**config.mk**
```make
export PLATFORM = sky130hd
export DESIGN_NAME = booth_mul
export DESIGN_NICKNAME = d
export VERILOG_FILES = /design/src/rtl/booth_mul_pkg.sv /design/src/rtl/booth_mul_step.sv /design/src/rtl/booth_mul.sv
export SDC_FILE = /design/constraint.sdc
export NUM_CORES = 1
export LEC_CHECK = 0
export CORE_AREA = 2 2 79 81
export CTS_CLUSTER_DIAMETER = 40
export DETAILED_ROUTE_END_ITERATION = 7
export DIE_AREA = 0 0 81 83
export GPL_TIMING_DRIVEN = 0
export PLACE_DENSITY = 0.5
export SLEW_MARGIN = 20
export SYNTH_ARGS = -nofsm -noshare
export SYNTH_HDL_FRONTEND = slang
export SYNTH_SLANG_ARGS = --single-unit
export TNS_END_PERCENT = 10
```
**constraint.sdc**
```tcl
create_clock -name clk -period 5.47 [get_ports clk]
set_input_delay 0.8205 -clock clk [delete_from_list [all_inputs] [get_ports clk]]
set_output_delay 0.8205 -clock clk [all_outputs]
set_load 0.02 [all_outputs]
```
**src/rtl/booth_mul_pkg.sv**
```systemverilog
// Shared definitions for the radix-2 Booth multiplier: FSM encodings and
// the iteration counter width helper.
package booth_mul_pkg;

  typedef enum logic [1:0] {
    IDLE    = 2'b00,
    CALC    = 2'b01,
    DONE    = 2'b10,
    ILLEGAL = 2'b11
  } state_t;

  function automatic int count_width(input int width);
    return $clog2(width + 1);
  endfunction

endpackage

```
**src/rtl/booth_mul_step.sv**
```systemverilog
// One combinational Booth iteration: conditional add/subtract of the
// multiplicand followed by an arithmetic right shift of {A,Q,q_1}.
module booth_step #(
  parameter int n = 5
) (
  input  logic [n:0]   acc,
  input  logic [n-1:0] q,
  input  logic         q_1,
  input  logic [n:0]   m,
  output logic [n:0]   acc_next,
  output logic [n-1:0] q_next,
  output logic         q_1_next
);

  logic [n:0] sum;

  always_comb begin
    sum = acc;
    case ({q[0], q_1})
      2'b01:   sum = acc + m;
      2'b10:   sum = acc - m;
      default: sum = acc;
    endcase
  end

  // Arithmetic shift: the accumulator sign bit is replicated into the MSB.
  assign acc_next = {sum[n], sum[n:1]};
  assign q_next   = {sum[0], q[n-1:1]};
  assign q_1_next = q[0];

endmodule

```
**src/rtl/booth_mul.sv**
```systemverilog
// Sequential radix-2 Booth multiplier. Releasing rst launches one signed
// n x n multiplication; the 2n-bit product is held in DONE until rst returns.
module booth_mul
  import booth_mul_pkg::*;
#(
  parameter int n = 5
) (
  input  logic           clk,
  input  logic           rst,
  input  logic [n-1:0]   a,
  input  logic [n-1:0]   b,
  output logic [2*n-1:0] product,
  output logic [1:0]     state
);

  localparam int CW = count_width(n);

  state_t          state_reg;
  logic [2*n-1:0]  product_reg;
  logic [n:0]      acc_reg;
  logic [n:0]      m_reg;
  logic [n-1:0]    q_reg;
  logic            q_1_reg;
  logic [CW-1:0]   count_reg;

  logic [n:0]      acc_next;
  logic [n-1:0]    q_next;
  logic            q_1_next;

  booth_step #(.n(n)) u_step (
    .acc      (acc_reg),
    .q        (q_reg),
    .q_1      (q_1_reg),
    .m        (m_reg),
    .acc_next (acc_next),
    .q_next   (q_next),
    .q_1_next (q_1_next)
  );

  always_ff @(posedge clk or posedge rst) begin
    if (rst) begin
      state_reg   <= IDLE;
      product_reg <= '0;
      acc_reg     <= '0;
      m_reg       <= '0;
      q_reg       <= '0;
      q_1_reg     <= 1'b0;
      count_reg   <= '0;
    end else begin
      case (state_reg)
        IDLE: begin
          // Operands are captured only here; later changes on a/b are ignored.
          m_reg     <= {a[n-1], a};
          q_reg     <= b;
          acc_reg   <= '0;
          q_1_reg   <= 1'b0;
          count_reg <= CW'(n);
          state_reg <= CALC;
        end
        CALC: begin
          acc_reg   <= acc_next;
          q_reg     <= q_next;
          q_1_reg   <= q_1_next;
          count_reg <= count_reg - CW'(1);
          if (count_reg == CW'(1)) begin
            product_reg <= {acc_next[n-1:0], q_next};
            state_reg   <= DONE;
          end
        end
        DONE: begin
          state_reg <= DONE;
        end
        default: begin
          state_reg <= IDLE;
        end
      endcase
    end
  end

  assign product = product_reg;
  assign state   = state_reg;

endmodule

```
==> impl_metrics.ini <==
[critical_path]
crit_family = multiplexers
timing.critical_path.from_type = flop
worst-path-buf-inv = 1
critPathArrivalTime_ns = 2.57
path_class = reg -> reg
critical-path-slowest-cell = sky130_fd_sc_hd__dfrtp_1
worstPathCellList = inv_1 -> ha_1 -> mux2i_1 -> ha_1 -> nor2b_1 -> o2111ai_1 -> nand3_1 -> nand2_2 -> mux2_4
setup.worst_path.end_class = flop
critical_path_fanouts_max = 5
critical-path-top-cell-by-count = sky130_fd_sc_hd__ha_1
cp.required_ns = 5.64
cp_slowest_stage_delay_ns = 0.36

[synth]
synthFlopType = sky130_fd_sc_hd__dfrtp_1
syn_inst = 168
yosys.cell_types.count = 31
flops_latches_synth = 31
syn-cell-area_mm2 = 0.001710
synth_enable_flop_cells = 0
ys_async_sr_fraction = 1.000
total_nets_after_synthesis = 192
yosys_warnings = 0
syn_area_per_cell_um2 = 10.18
ys_seq_area_frac = 0.4535

[placement]
detailed_place_hpwl_um = 2623
dp.cells = 266
placement.io_buffers = 23
post-place-ws_ns = 3.062
detailed_place.area_mm2 = 0.002034
gpl.final_weighted_congestion = 0.7411

[sta]
worstMarginPinSlew_ns = 0.6689
layout_worst_path_cycle_share = 0.4380
rsz0062_at_grt = no
final-hold-violation-count = 0
whs_ns = 0.4936
clock.fmax_ghz = 0.4174
worst_slew_margin_rel = 0.5534
finalMaxSlewViolations = 0
setup-violations-final = 0
finalWorstSetupSlack_ns = 3.074
setup-tns-final_ns = 0
final.min_clock_period_ns = 2.396
largest_clock_skew_in_the_final_design_ns = 0.003558

[route]
post-route-drc-count = 0
drt-pass1-iter-count = 4
routed_wire_length_per_instance_um = 12.94
detail_route.iter0.violations = 64
drt-vias-per-instance = 4.536
drt.antenna.violating_nets = 0
detailroute.via_count = 1243
drt-total-wl_um = 3546

[floorplan]
io-pin-count = 24
core_area_mm2 = 0.005816
die_width_um = 81
row_count = 28
design.die.area_mm2 = 0.006723
floorplan.initialDensity = 0.2941
fp.dieH_um = 83

[clock_tree]
cts_inserted_buffers = 5
cts-root-to-sink-buffers = 2
cts_num_sinks = 31
cts_hold_repair.buffers = 0
clkTransAtPathRegs_ns = 0.07
tritoncts = yes
post_cts.repair.setup_buffers = 0
clk_root_buffer_cell = sky130_fd_sc_hd__clkbuf_8
ctsHtreeMaxLevel = 2
ctsResizeCount = 0
clk-insertion-delay-late_ns = 0.28

[grt]
grt_first_pass_wirelength_um = 5934
via_count_of_the_first_global_routing_pass = 1215
grt_remaining_overflow = 0
antenna_found_initial = 0
grt_util_overall = 0.1171
grt_max_degree = 32

[finish]
fin_cells = 274
most-common-layout-cells = sky130_fd_sc_hd__dfrtp_1 (31), sky130_fd_sc_hd__clkdlybuf4s50_1 (23), sky130_fd_sc_hd__nand2_1 (19), sky130_fd_sc_hd__o21ai_0 (19)
finalCoreUtilization = 0.3726
final_nets = 222
antenna_cells_inserted = 0
largest_reg_flops = 10
synthToLayoutAreaGrowth_pct = 26.70
final_design_area_no_fill_mm2 = 0.002167
final_common_cell = sky130_fd_sc_hd__dfrtp_1
layout-drive-gt1-share = 0.1558

[pwr]
power.total_mw = 0.9452
powerDensity_mw_per_mm2 = 436.1
p_sw_frac = 0.3156
ir_drop_v = 0.0001260
netSwitchingPower_mw = 0.2983
p_int_mw = 0.6468
seq_power_share = 0.354
share_of_total_power_in_combinational_logic = 0.361
clock_power_share = 0.285
power.static_leakage_nw = 0.9351

[status]
outcome = finished clean

[min_path]
path_category_of_the_worst_min_delay_check = reg -> reg

[flow_run]
drv_cap = 0
==> synthesized netlist by cell type (4+ instances only) <==
cell type                 number  share of area
sky130_fd_sc_hd__a21oi_1       6          0.018
sky130_fd_sc_hd__mux2i_1       7          0.041
sky130_fd_sc_hd__o21ai_0      19          0.056
sky130_fd_sc_hd__mux2_2       12          0.079
sky130_fd_sc_hd__dfrtp_1      31           0.45
sky130_fd_sc_hd__xnor2_1       5          0.026
sky130_fd_sc_hd__inv_1        13          0.029
sky130_fd_sc_hd__nand2_1      19          0.042
sky130_fd_sc_hd__buf_2         5          0.015
sky130_fd_sc_hd__o31ai_1       4          0.018
sky130_fd_sc_hd__ha_1         11          0.080
sky130_fd_sc_hd__nor2_1        7          0.015
==> worst reg2reg max path: cells and delay by family, from the launching register on <==
kind | cells | cell delay [ns]
AND/OR/NAND/NOR | 3 | 0.42
buffers and inverters | 1 | 0.07
adder cells (fa/ha/maj) | 2 | 0.58
flip-flops | 1 | 0.36
AO/OA/AOI/OAI | 1 | 0.24
multiplexers | 2 | 0.63
==> final timing paths <==
path	start	slack (ns)	endpoint	cells after the start
setup / recovery	q_1_reg	3.07	product[9]	9
hold / removal	count_reg[2]	0.49	count_reg[2]	1
setup reg to reg	q_1_reg	3.07	product[9]	9
hold reg to reg	count_reg[2]	0.49	count_reg[2]	1
max in group asynchronous	rst	4.08	m_reg[0]	2
min in group asynchronous	rst	0.96	product[3]	2
==> metal layers <==
metal / up-vias / wire [um] / share of wire / GRT usage
met1: 591 / 1707 / 0.48 / 0.1515
met4: 0 / 34 / 0.0096 / 0.04622
li1: 635 / - / - / -
met5: - / 0 / 0 / 0
met2: 15 / 1698 / 0.48 / 0.1796
met3: 2 / 105 / 0.030 / 0.03696
==> area by class of cell <==
class | count | area (um^2)
clock inverter | 2 | 60.06
multi-input combinational | 117 | 853.3
inverter | 13 | 48.80
buffer | 7 | 32.53
sequential | 31 | 775.7
clock buffer | 6 | 72.57
tap | 75 | 93.84
timing repair buffer | 23 | 230.2
fill | 615 | 3649
==> power by group through the flow <==
stage	logic [mW]	registers, mW	clock network, mW
after floorplan	0.201	0.365	0
after CTS	0.345	0.336	0.279
final	0.341	0.334	0.270
after global placement	0.342	0.340	0
after global routing	0.379	0.344	0.289
after detailed placement	0.343	0.341	0
==> cell families after synthesis <==
group,synth area share
AOI/OAI and AO/OA,0.1397
and+or+nand+nor,0.09730
DFF,0.4535
buffers and inverters,0.04754
muxes,0.1287
adders and majority gates,0.09217
xor gates and xnor gates,0.04097
Power figures use the tool's default switching activity.
